===== config.mk =====
export PLATFORM = sky130hd
export DESIGN_NAME = multi_cycle_ctrl
export DESIGN_NICKNAME = d
export VERILOG_FILES = /design/src/rtl/multi_cycle_ctrl.sv
export SDC_FILE = /design/constraint.sdc
export NUM_CORES = 1
export LEC_CHECK = 0
export ABC_AREA = 1
export BUFFER_PORTS_ARGS = -buffer_cell sky130_fd_sc_hd__clkbuf_2
export CAP_MARGIN = 20
export CORE_AREA = 2 2 39 41
export CTS_BUF_LIST = sky130_fd_sc_hd__clkbuf_4
export DETAILED_ROUTE_END_ITERATION = 12
export DIE_AREA = 0 0 41 43
export PLACE_DENSITY = 0.74
export REMOVE_ABC_BUFFERS = 1
export SLEW_MARGIN = 20
export SYNTH_ARGS = -nofsm -noshare
export SYNTH_HDL_FRONTEND = slang
export SYNTH_SLANG_ARGS = --single-unit

===== constraint.sdc =====
create_clock -name clk_i -period 2.4 [get_ports clk_i]
set_input_delay 0.12 -clock clk_i [delete_from_list [all_inputs] [get_ports clk_i]]
set_output_delay 0.12 -clock clk_i [all_outputs]
set_load 0.005 [all_outputs]

===== src/rtl/multi_cycle_ctrl.sv =====
// Multi-cycle MIPS control FSM: steps each instruction through FETCH/DECODE/EXEC/MEM/WB
// and drives the shared datapath selects, write enables, ALU operation and extender mode.
module multi_cycle_ctrl (
   input  logic       clk_i,
   input  logic       rst_i,
   input  logic [5:0] instr_op_i,
   input  logic       zero_i,
   input  logic       mem_ready_i,
   output logic       mem_req_o,
   output logic       mem_write_o,
   output logic       ir_write_o,
   output logic       pc_write_o,
   output logic [1:0] pc_src_o,
   output logic       reg_write_o,
   output logic       reg_dst_o,
   output logic       mem_to_reg_o,
   output logic       alu_src_a_o,
   output logic [1:0] alu_src_b_o,
   output logic [2:0] alu_op_o,
   output logic       ext_sign_o,
   output logic       illegal_o,
   output logic [2:0] state_o
);

   typedef enum logic [2:0] {
      S_IDLE   = 3'd0,
      S_FETCH  = 3'd1,
      S_DECODE = 3'd2,
      S_EXEC   = 3'd3,
      S_MEM    = 3'd4,
      S_WB     = 3'd5
   } state_e;

   localparam logic [5:0] OP_R    = 6'h00;
   localparam logic [5:0] OP_J    = 6'h02;
   localparam logic [5:0] OP_BEQ  = 6'h04;
   localparam logic [5:0] OP_BNE  = 6'h05;
   localparam logic [5:0] OP_ADDI = 6'h08;
   localparam logic [5:0] OP_SLTI = 6'h0A;
   localparam logic [5:0] OP_ANDI = 6'h0C;
   localparam logic [5:0] OP_ORI  = 6'h0D;
   localparam logic [5:0] OP_LW   = 6'h23;
   localparam logic [5:0] OP_SW   = 6'h2B;

   localparam logic [2:0] ALU_ADD = 3'd0;
   localparam logic [2:0] ALU_SUB = 3'd1;
   localparam logic [2:0] ALU_RT  = 3'd2;
   localparam logic [2:0] ALU_SLT = 3'd3;
   localparam logic [2:0] ALU_OR  = 3'd4;
   localparam logic [2:0] ALU_AND = 3'd5;

   state_e state_q, state_d;
   logic   op_legal;

   always_comb begin
      unique case (instr_op_i)
         OP_R, OP_J, OP_BEQ, OP_BNE, OP_ADDI, OP_SLTI,
         OP_ANDI, OP_ORI, OP_LW, OP_SW: op_legal = 1'b1;
         default:                       op_legal = 1'b0;
      endcase
   end

   // Async reset puts the FSM in IDLE, whose outputs are all zero, so every
   // enable and the memory request drop the moment rst_i falls.
   always_ff @(posedge clk_i or negedge rst_i) begin
      // NOTE: sequential state uses non-blocking assignment so every flop samples pre-edge values.
      if (!rst_i) state_q <= S_IDLE;
      else        state_q <= state_d;
   end

   always_comb begin
      // NOTE: every output and state_d gets a default first, so no path can infer a latch.
      state_d      = state_q;
      mem_req_o    = 1'b0;
      mem_write_o  = 1'b0;
      ir_write_o   = 1'b0;
      pc_write_o   = 1'b0;
      pc_src_o     = 2'd0;
      reg_write_o  = 1'b0;
      reg_dst_o    = 1'b0;
      mem_to_reg_o = 1'b0;
      alu_src_a_o  = 1'b0;
      alu_src_b_o  = 2'd0;
      alu_op_o     = ALU_ADD;
      ext_sign_o   = 1'b0;
      illegal_o    = 1'b0;

      case (state_q)
         S_IDLE: state_d = S_FETCH;

         S_FETCH: begin
            mem_req_o   = 1'b1;
            alu_src_b_o = 2'd1;
            if (mem_ready_i) begin
               ir_write_o = 1'b1;
               pc_write_o = 1'b1;
               state_d    = S_DECODE;
            end
         end

         // Branch target (PC + imm<<2) is precomputed here while the opcode is decoded.
         S_DECODE: begin
            alu_src_b_o = 2'd3;
            ext_sign_o  = 1'b1;
            if (instr_op_i == OP_J) begin
               pc_write_o = 1'b1;
               pc_src_o   = 2'd2;
               state_d    = S_FETCH;
            end else if (!op_legal) begin
               illegal_o = 1'b1;
               state_d   = S_FETCH;
            end else begin
               state_d = S_EXEC;
            end
         end

         S_EXEC: begin
            alu_src_a_o = 1'b1;
            alu_src_b_o = 2'd2;
            state_d     = S_WB;
            case (instr_op_i)
               OP_R: begin
                  alu_src_b_o = 2'd0;
                  alu_op_o    = ALU_RT;
               end
               OP_ADDI: ext_sign_o = 1'b1;
               OP_SLTI: begin
                  alu_op_o   = ALU_SLT;
                  ext_sign_o = 1'b1;
               end
               OP_ANDI: alu_op_o = ALU_AND;
               OP_ORI:  alu_op_o = ALU_OR;
               OP_LW, OP_SW: begin
                  ext_sign_o = 1'b1;
                  state_d    = S_MEM;
               end
               OP_BEQ, OP_BNE: begin
                  alu_src_b_o = 2'd0;
                  alu_op_o    = ALU_SUB;
                  pc_src_o    = 2'd1;
                  pc_write_o  = (instr_op_i == OP_BEQ) ? zero_i : !zero_i;
                  state_d     = S_FETCH;
               end
               default: state_d = S_FETCH;
            endcase
         end

         S_MEM: begin
            mem_req_o   = 1'b1;
            mem_write_o = (instr_op_i == OP_SW);
            if (mem_ready_i) state_d = (instr_op_i == OP_SW) ? S_FETCH : S_WB;
         end

         S_WB: begin
            reg_write_o  = 1'b1;
            reg_dst_o    = (instr_op_i == OP_R);
            mem_to_reg_o = (instr_op_i == OP_LW);
            state_d      = S_FETCH;
         end

         default: state_d = S_IDLE;
      endcase
   end

   assign state_o = state_q;

endmodule


==> metrics.yaml, run 1 <==
floorplan:
  die_height_um: 43
  ioPinCount: 30
  coreArea_sq_mm: 0.001384
  rows: 14
  fp.dieW_um: 41
  start_util: 0.3924
  die-area_sq_mm: 0.001763
clock_network:
  cts-htree-levels: 1
  cts_buffers: 3
  cts-resized-gates: 0
  clk_pin_slew_ns: 0.04
  postCtsSetupRepairBufs: 0
  hold_buffers: 1
  clk_latency_ns: 0.24
  numClockSinks: 3
  cts-root-buf: "clkbuf_4"
  cts_tree: "done"
  cts_buffer_depth: 2
grt:
  grtUsageTotal: 0.1752
  grt-ovfl-total: 0
  grt_max_degree: 9
  antenna_found_initial: 0
  grt_pass1_wl_um: 2290
  grt_pass1_vias: 623
sta:
  maxSlewViolCount: 0
  fmax_mhz: 622.1
  finClkSkew_ns: 0.003100
  finalSetupViolCount: 0
  worst_slew_pin_slew_ns: 0.2483
  fin_tns_setup_ns: 0
  period_share: 0.6698
  whs_ns: 0.1720
  hold_viol: 0
  slew-limit-headroom: 0.8332
  min_period_ns: 1.608
  rsz0062_at_grt: "no"
  fin_ws_ns: 0.7924
job:
  drv_cap: 0
synth:
  netlist_area_sq_um: 543.0
  netlist_instances: 97
  synth_compound_area_frac: 0.08065
  ys_types: 18
  synth_top_cell_by_area: "dfrtp_1"
  synth_area_leaders: "dfrtp_1 (14%), inv_1 (14%), nand2_1 (14%)"
  synth_simple_gate_area_frac: 0.5991
  synth_fa_ha_area_frac: 0
  synth_xor_area_frac: 0.01613
  synthMuxAreaShare: 0
  ys.warnings.count: 0
  avgSynthCellArea_sq_um: 5.598
  synth_top_family_by_area: "simple AND/OR/NAND/NOR gates"
  synth_top_area_frac: 0.1382
  ys_ff_latch: 3
  synth-seq-area-share: 0.1382
final_layout:
  finalNetCount: 142
  antenna_cells: 0
  instances_no_fill: 147
  design_area_sq_um: 748.2
  drive_gt1_frac: 0.4275
  areaGrowthSynthToFinish_pct: 37.79
  largest_reg_flops: 3
detailed_routing:
  vias_per_cell: 4.755
  post_drt_wl_per_cell_um: 9.333
  vias: 699
  drc: 0
  drt_first_pass_iters: 7
  first_iter_violations: 30
  final_antenna_net_count: 0
  drt_wl_total_um: 1372
setup_path:
  r2r-start: "state_o[1]"
  reg2reg_to: "state_o[0]"
  r2r_cells: 8
  cp.required_ns: 2.28
  cp-end-kind: "primary output"
  worstPathArrival_ns: 1.49
  rrSetupSlack_ns: 1.07
  setup.worst_path.start_class: "flip-flop"
  crit_fanout: 6
  critPathLaunch: "state_o[0]"
  path_class: "flip-flop to primary output"
power:
  vdd_ir_drop_max_uv: 401.5
  power.density_mw_per_mm2: 701.7
  p_leak_uw: 0.0004541
place:
  dpl_cell_area_sq_um: 708.2
  placed_cells: 142
  dp_hpwl_um: 1173
  numPortBuffers: 29
  gp_congestion: 0.8791
  pre_cts_slack_ns: 1.039
worst_hold_path:
  hold_depth: 4
  hold_end: "state_o[2]"
  hp-start: "mem_ready_i"
  min_path_type: "input pin to flip-flop"
outcome:
  outcome: "finished, final reports clean"
==> power by group <==
part	internal, uW	switching [uW]	total (uW)
Clock	73.7	28.3	102
Combinational	132	197	329
Sequential	69.8	24.5	94.3
Total	276	249	525
==> final cells by class <==
type / count / area [sq um]
fill: 137 / 635.6
multi-input combinational: 70 / 377.9
timing repair buffer: 30 / 155.1
inverter: 24 / 90.09
sequential: 3 / 75.07
clock buffer: 4 / 30.03
tap: 16 / 20.02
==> routing by layer <==
layer  track usage  wire, um  vias to the layer above
met1        0.2500       607                      308
met3             0        80                        2
li1              -         -                      368
met4       0.02667        10                        0
met5             0         0                        -
met2        0.2906       674                       21
==> cells by family after synthesis <==
kind of cell,after synthesis
flip-flops,3
XOR/XNOR,1
AND/OR/NAND/NOR,62
AO/OA/AOI/OAI,7
buffers and inverters,24
==> stage by stage <==
step | total power (uW) | utilization
6_report | 525.1 | 0.5407
3_3_place_gp | 413.4 | 0.5118
3_5_place_dp | 420.8 | 0.5118
2_1_floorplan | 292.6 | -
5_1_grt | 572.1 | 0.5407
4_1_cts | 524.9 | 0.5407
==> layout by cell type, fill, tap and decap left out <==
master and instances:
nor2_2 7, o21ai_0 3, xor2_1 1, inv_1 20
inv_2 4, nor2_4 3, dfrtp_1 3, nand3_1 6
dlygate4sd3_1 1, nand2_1 20, nor3_1 3, clkbuf_2 29
a21oi_1 1, nor2_1 14, nand4_1 1, a31oi_1 1
a21oi_2 1, nand2_2 3, clkbuf_4 4, a211o_1 1
nand3_2 5
==> critical path, stage by stage, from the launching register on <==
cell and delay (ns):
dfrtp_1 0.40, inv_1 0.08, nor2_2 0.10, inv_2 0.06, nor2_4 0.14, inv_1 0.07, nor2_1 0.15, a211o_1 0.15
clkbuf_2 0.10
==> how the worst max path moves through the flow <==
stage / to
global placement: pc_write_o
finish: pc_write_o
CTS: pc_write_o
detailed placement: pc_write_o
floorplan: state_o[2]
global route: pc_write_o
==> synth_stat cells, drive strengths merged <==
cell,instances
inv,24
nor2,24
nand2,23
nand3,11
dfrtp,3
nor3,3
o21ai,3
a21oi,2
a211o,1
a31oi,1
nand4,1
xor2,1
No activity file was read; power rests on OpenSTA's default activity.
==> run 2, diff against run 1 <==
- clock period: 2.4 -> 1.6 ns (I/O delays scaled with it)
==> run 2 against run 1 <==
Net effect: first-iteration DRC count decreased by 23%; routed wire length barely moved; clock power rose by 51%; die area stayed put; largest cell class unchanged; sequential power up 42%; worst setup slack got worse by 0.68 ns.
==> metrics.yaml, run 2 (synthesis gave the netlist of run 1 again) <==
outcome:
  outcome: "finished, final reports clean"  # unchanged
grt:
  grtUsageTotal: 0.1881  # was 0.1752
  grt_pass1_wl_um: 2332  # was 2290 um
  grt-ovfl-total: 0  # unchanged
  grt_pass1_vias: 613  # was 623
  grt_max_degree: 9  # unchanged
  antenna_found_initial: 0  # unchanged
setup_path:
  cp.required_ns: 1.52  # was 2.28 ns
  setup.worst_path.start_class: "flip-flop"  # unchanged
  slowest_delay_ns: 0.40  # about the same
  cpMaxStageDelayCell: "dfrtp_1"  # unchanged
  crit_path_frequent_cell: "nor2_2"  # was inv_1
  cp-end-kind: "primary output"  # unchanged
  crit_fanout: 6  # unchanged
  path_class: "flip-flop to primary output"  # unchanged
  worstPathArrival_ns: 1.40  # was 1.49 ns
  path_cells: "nor2_2 > inv_2 > nor2_4 > inv_1 > nor2_2 > a211o_1 > clkbuf_2"  # was inv_1 > nor2_2 > inv_2 > nor2_4 > inv_1 > nor2_1 > a211o_1 > clkbuf_2
power:
  seq_power_share: 0.166  # was 0.180
  p_leak_uw: 0.0004576  # was 0.0004541 uW
  power.total_uw: 809.9  # was 525.1 uW
  power.internal_uw: 432.3  # was 275.7 uW
  power.switching_uw: 377.6  # was 249.4 uW
  vdd_ir_drop_max_uv: 663.3  # was 401.5 uV
  power_frac_comb: 0.643  # was 0.626
  clkPwrFrac: 0.191  # was 0.194
  p_sw_frac: 0.4663  # was 0.4750
  power.density_mw_per_mm2: 1063  # was 701.7 mW/mm^2
place:
  numPortBuffers: 29  # unchanged
  dp_hpwl_um: 1130  # was 1173 um
  gp_congestion: 0.8775  # was 0.8791
  pre_cts_slack_ns: 0.2665  # was 1.039 ns
clock_network:
  cts-htree-levels: 1  # unchanged
  clk_latency_ns: 0.24  # about the same
  cts-root-buf: "clkbuf_4"  # unchanged
  numClockSinks: 3  # unchanged
  clk_pin_slew_ns: 0.03  # was 0.04 ns
  cts_buffer_depth: 2  # unchanged
  cts_buffers: 3  # unchanged
  cts_tree: "done"  # unchanged
sta:
  period_share: 0.9271
  min_period_ns: 1.483
  hold_viol: 0  # unchanged
  fmax_mhz: 674.2
  finalSetupViolCount: 0  # unchanged
  maxSlewViolCount: 0  # unchanged
  fin_ws_ns: 0.1167  # was 0.7924 ns
  fin_tns_setup_ns: 0  # unchanged
  finClkSkew_ns: 0.004009  # was 0.003100 ns
  slew-limit-headroom: 0.8308  # was 0.8332
  rsz0062_at_grt: "no"  # unchanged
  worst_slew_pin_slew_ns: 0.2519  # was 0.2483 ns
final_layout:
  drive_gt1_frac: 0.4621  # was 0.4275
  n_fill_cell: 150  # was 137
  multi_input_area_sq_um: 382.9  # was 377.9 sq um
  areaGrowthSynthToFinish_pct: 40.32  # was 37.79%
  seq_area_sq_um: 76.32  # was 75.07 sq um
  final_cell_mix: "clkbuf_2 (29), nand2_1 (20), inv_1 (19)"  # was clkbuf_2 (29), inv_1 (20), nand2_1 (20)
  finalNetCount: 143  # was 142
  final_common_cell: "clkbuf_2"  # unchanged
  largest_reg_flops: 3  # unchanged
  antenna_cells: 0  # unchanged
detailed_routing:
  drt_wl_total_um: 1371  # was 1372 um
  vias_per_cell: 4.662  # was 4.755
  first_iter_violations: 23  # was 30
  drc: 0  # unchanged
  post_drt_wl_per_cell_um: 9.264  # was 9.333 um
  drt_first_pass_iters: 4  # was 7
  final_antenna_net_count: 0  # unchanged
  vias: 690  # was 699
floorplan:
  ioPinCount: 30  # unchanged
  die_height_um: 43  # unchanged
  coreArea_sq_mm: 0.001384  # unchanged
  start_util: 0.3924  # unchanged
  die-area_sq_mm: 0.001763  # unchanged
  rows: 14  # unchanged
  fp.dieW_um: 41  # unchanged
job:
  drv_cap: 0  # unchanged
worst_hold_path:
  min_path_type: "input pin to flip-flop"  # unchanged
run 2: layout make-up:
cell class,instances,share of cell area
clock buffers,4,0.03941
inverters,24,0.1182
multi-input cells,70,0.5025
flip-flops and latches,3,0.1002
well taps,16,0.02627
repair buffers,31,0.2135
run 2: final timing paths:
kind                             start         end  slack (ns)  cells after the start
setup / recovery            state_o[2]  pc_write_o        0.12                      7
max in group asynchronous        rst_i  state_o[1]        1.32                      2
hold reg to reg             state_o[1]  state_o[1]        0.64                      3
setup reg to reg            state_o[0]  state_o[2]        0.19                      9
hold / removal             mem_ready_i  state_o[2]        0.14                      4
min in group asynchronous        rst_i  state_o[0]        0.16                      2
run 2: stage by stage:
stage / util / hold slack, ns / cells / instance area, sq um
after global placement: 0.5118 / -0.1235 / 142 / 708.2
after CTS: 0.5407 / 0.1551 / 147 / 748.2
after detailed placement: 0.5118 / -0.1236 / 142 / 708.2
after floorplan: - / -0.2156 / 97 / 543.0
final: 0.5506 / 0.1442 / 148 / 762.0
after global routing: 0.5506 / 0.1822 / 148 / 762.0
run 2: layer usage:
metal | up-vias | global-route usage | wire length, um
met4 | 0 | 0.08000 | 18
met2 | 25 | 0.2688 | 635
li1 | 365 | - | -
met5 | - | 0 | 0
met3 | 3 | 0.03141 | 108
met1 | 297 | 0.2686 | 608
run 2: critical path, delay by kind of cell, from the launching register on:
| family | cells | cell delay, ns |
|---|---|---|
| flip-flops | 1 | 0.40 |
| AND/OR/NAND/NOR | 3 | 0.38 |
| buffers and inverters | 3 | 0.25 |
| AO/OA/AOI/OAI | 1 | 0.14 |
run 2: power by group through the flow:
stage,Sequential (uW),Clock [uW],Combinational (uW)
after floorplan,140,0,299
after global placement,139,0,481
after detailed placement,142,0,486
after CTS,142,153,491
after global routing,139,161,587
final,134,154,521
run 2: repair_timing:
action / in CTS / in global routing
buffers inserted: 0 / 1
endpoints found under the hold margin: 3 / 0
resized for setup: 0 / 4
hold buffers: 1 / 0
endpoints found under the setup margin: 0 / 2
==> run 3, diff against run 2 <==
- CTS_BUF_LIST: sky130_fd_sc_hd__clkbuf_4 -> sky130_fd_sc_hd__clkbuf_8
==> run 3 against run 2 <==
Net effect: fmax down 0.86%; critical path type unchanged; largest cell class unchanged; critical path depth unchanged; sequential cell count unchanged.
==> metrics.yaml, run 3 (synthesis gave the netlist of run 1 again) <==
final_layout:
  antenna_cells: 0  # unchanged
  finalNetCount: 143  # unchanged
  largest_reg_flops: 3  # unchanged
  final_cell_mix: "clkbuf_2 (29), inv_1 (21), nand2_1 (20)"  # was clkbuf_2 (29), nand2_1 (20), inv_1 (19)
  drive_gt1_frac: 0.4318  # was 0.4621
  n_fill_cell: 145  # was 150
  final_common_cell: "clkbuf_2"  # unchanged
  fin_util: 0.5588  # was 0.5506
  areaGrowthSynthToFinish_pct: 42.40  # was 40.32%
setup_path:
  crit_fanout: 6  # unchanged
  cp-end-kind: "primary output"  # unchanged
  slowest_delay_ns: 0.39  # was 0.40 ns
  worstPathArrival_ns: 1.42  # was 1.40 ns
  cp.required_ns: 1.52  # about the same
  path_cells: "nor2_2 > inv_2 > nor2_4 > inv_1 > nor2_1 > a211o_1 > clkbuf_2"  # was nor2_2 > inv_2 > nor2_4 > inv_1 > nor2_2 > a211o_1 > clkbuf_2
  path_delay_family: "simple AND/OR/NAND/NOR gates"  # was flip-flops
  cpMaxStageDelayCell: "dfrtp_1"  # unchanged
  critPathBufInv: 3  # unchanged
  setup.worst_path.start_class: "flip-flop"  # unchanged
  path_class: "flip-flop to primary output"  # unchanged
grt:
  busiest_layer: "met2"  # unchanged
  grt_max_degree: 9  # unchanged
  gr-usage-met2: 0.2875  # was 0.2688
  grtUsageMet3: 0.03141  # unchanged
  grtUsageTotal: 0.1934  # was 0.1881
  gr-usage-met1: 0.2662  # was 0.2686
  grt_pass1_vias: 641  # was 613
  grt-ovfl-total: 0  # unchanged
  antenna_found_initial: 0  # unchanged
  grt_pass1_wl_um: 2401  # was 2332 um
floorplan:
  coreArea_sq_mm: 0.001384  # unchanged
  ioPinCount: 30  # unchanged
  rows: 14  # unchanged
  die_height_um: 43  # unchanged
  fp.dieW_um: 41  # unchanged
  start_util: 0.3924  # unchanged
  die-area_sq_mm: 0.001763  # unchanged
clock_network:
  cts_tree: "done"  # unchanged
  numClockSinks: 3  # unchanged
  cts-htree-levels: 1  # unchanged
  cts_buffer_depth: 2  # unchanged
  clk_pin_slew_ns: 0.03  # about the same
  clk_latency_ns: 0.22  # was 0.24 ns
  cts_buffers: 3  # unchanged
  cts-root-buf: "clkbuf_8"  # was clkbuf_4
detailed_routing:
  post_drt_wl_per_cell_um: 9.750  # was 9.264 um
  drc: 0  # unchanged
  drt_wl_total_um: 1443  # was 1371 um
  vias_per_cell: 4.615  # was 4.662
  first_iter_violations: 22  # was 23
  vias: 683  # was 690
  drt_first_pass_iters: 4  # unchanged
  final_antenna_net_count: 0  # unchanged
job:
  drv_cap: 0  # unchanged
power:
  vdd_ir_drop_max_uv: 599.0  # was 663.3 uV
  power.density_mw_per_mm2: 1128  # was 1063 mW/mm^2
  p_leak_uw: 0.0004672  # was 0.0004576 uW
sta:
  fin_tns_setup_ns: 0  # unchanged
  whs_ns: 0.1450  # was 0.1442 ns
  min_period_ns: 1.496  # was 1.483 ns
  slew-limit-headroom: 0.8262  # was 0.8308
  rsz0062_at_grt: "no"  # unchanged
  hold_viol: 0  # unchanged
  period_share: 0.9351  # was 0.9271
  worst_slew_pin_slew_ns: 0.2588  # was 0.2519 ns
  fin_ws_ns: 0.1038  # was 0.1167 ns
  finClkSkew_ns: 0.002337  # was 0.004009 ns
  maxSlewViolCount: 0  # unchanged
  finalSetupViolCount: 0  # unchanged
  fmax_mhz: 668.4  # was 674.2 MHz
place:
  dp_hpwl_um: 1130  # unchanged
  numPortBuffers: 29  # unchanged
  pre_cts_slack_ns: 0.2665  # unchanged
  gp_congestion: 0.8775  # unchanged
worst_hold_path:
  min_path_type: "input pin to flip-flop"  # unchanged
outcome:
  outcome: "finished, final reports clean"  # unchanged
[run 3: cell count changes in the layout (fill, tap and decap cells not counted), sizes merged]
cell and change:
clkbuf -1, inv +1
[run 3: timing repair]
action | in CTS | in global routing
endpoints found under the hold margin | 3 | 0
gates resized for setup | 0 | 1
hold buffers | 1 | 0
buffers inserted | 0 | 1
endpoints found under the setup margin | 0 | 2
[run 3: tightest hold or removal path: cells and delay by family]
kind	cells	cell delay (ns)
buf+inv	2	0.15
simple gates	2	0.09
[run 3: path summary, 6_finish.rpt]
kind                              from          to  slack, ns  cells past startpoint
setup / recovery            state_o[2]  pc_write_o       0.10                      7
hold / removal             mem_ready_i  state_o[2]       0.15                      4
setup reg to reg            state_o[1]  state_o[2]       0.21                      8
hold reg to reg             state_o[1]  state_o[1]       0.69                      3
max in group asynchronous        rst_i  state_o[2]       1.30                      2
min in group asynchronous        rst_i  state_o[0]       0.19                      2
[run 3: power breakdown]
group | leakage, uW | internal [uW] | total (uW) | switching [uW]
Sequential | 0.0000379 | 105 | 137 | 31.8
Clock | 0.0000269 | 164 | 220 | 55.9
Combinational | 0.000402 | 214 | 516 | 302
[run 3: layout make-up]
type | count | area [sq um] | area share
clock buffers | 3 | 41.29 | 0.05340
clock inverters | 1 | 3.754 | 0.004854
inverters | 24 | 90.09 | 0.1165
multi-input cells | 70 | 380.4 | 0.4919
flip-flops and latches | 3 | 75.07 | 0.09709
well taps | 16 | 20.02 | 0.02589
repair buffers | 31 | 162.7 | 0.2104
[run 3: per-stage QoR]
stage | instances | instance area [sq um] | power, uW
after CTS | 147 | 763.2 | 854.9
after floorplan | 97 | 543.0 | 439.0
after detailed placement | 142 | 708.2 | 628.6
after global placement | 142 | 708.2 | 620.8
after global routing | 148 | 773.2 | 949.4
final | 148 | 773.2 | 872.5
[run 3: metal layers]
metal / share of wire / vias up / wire length [um]
met5: 0 / - / 0
met4: 0.0090 / 0 / 13
met3: 0.079 / 2 / 114
met2: 0.47 / 25 / 681
met1: 0.44 / 289 / 633
li1: - / 367 / -
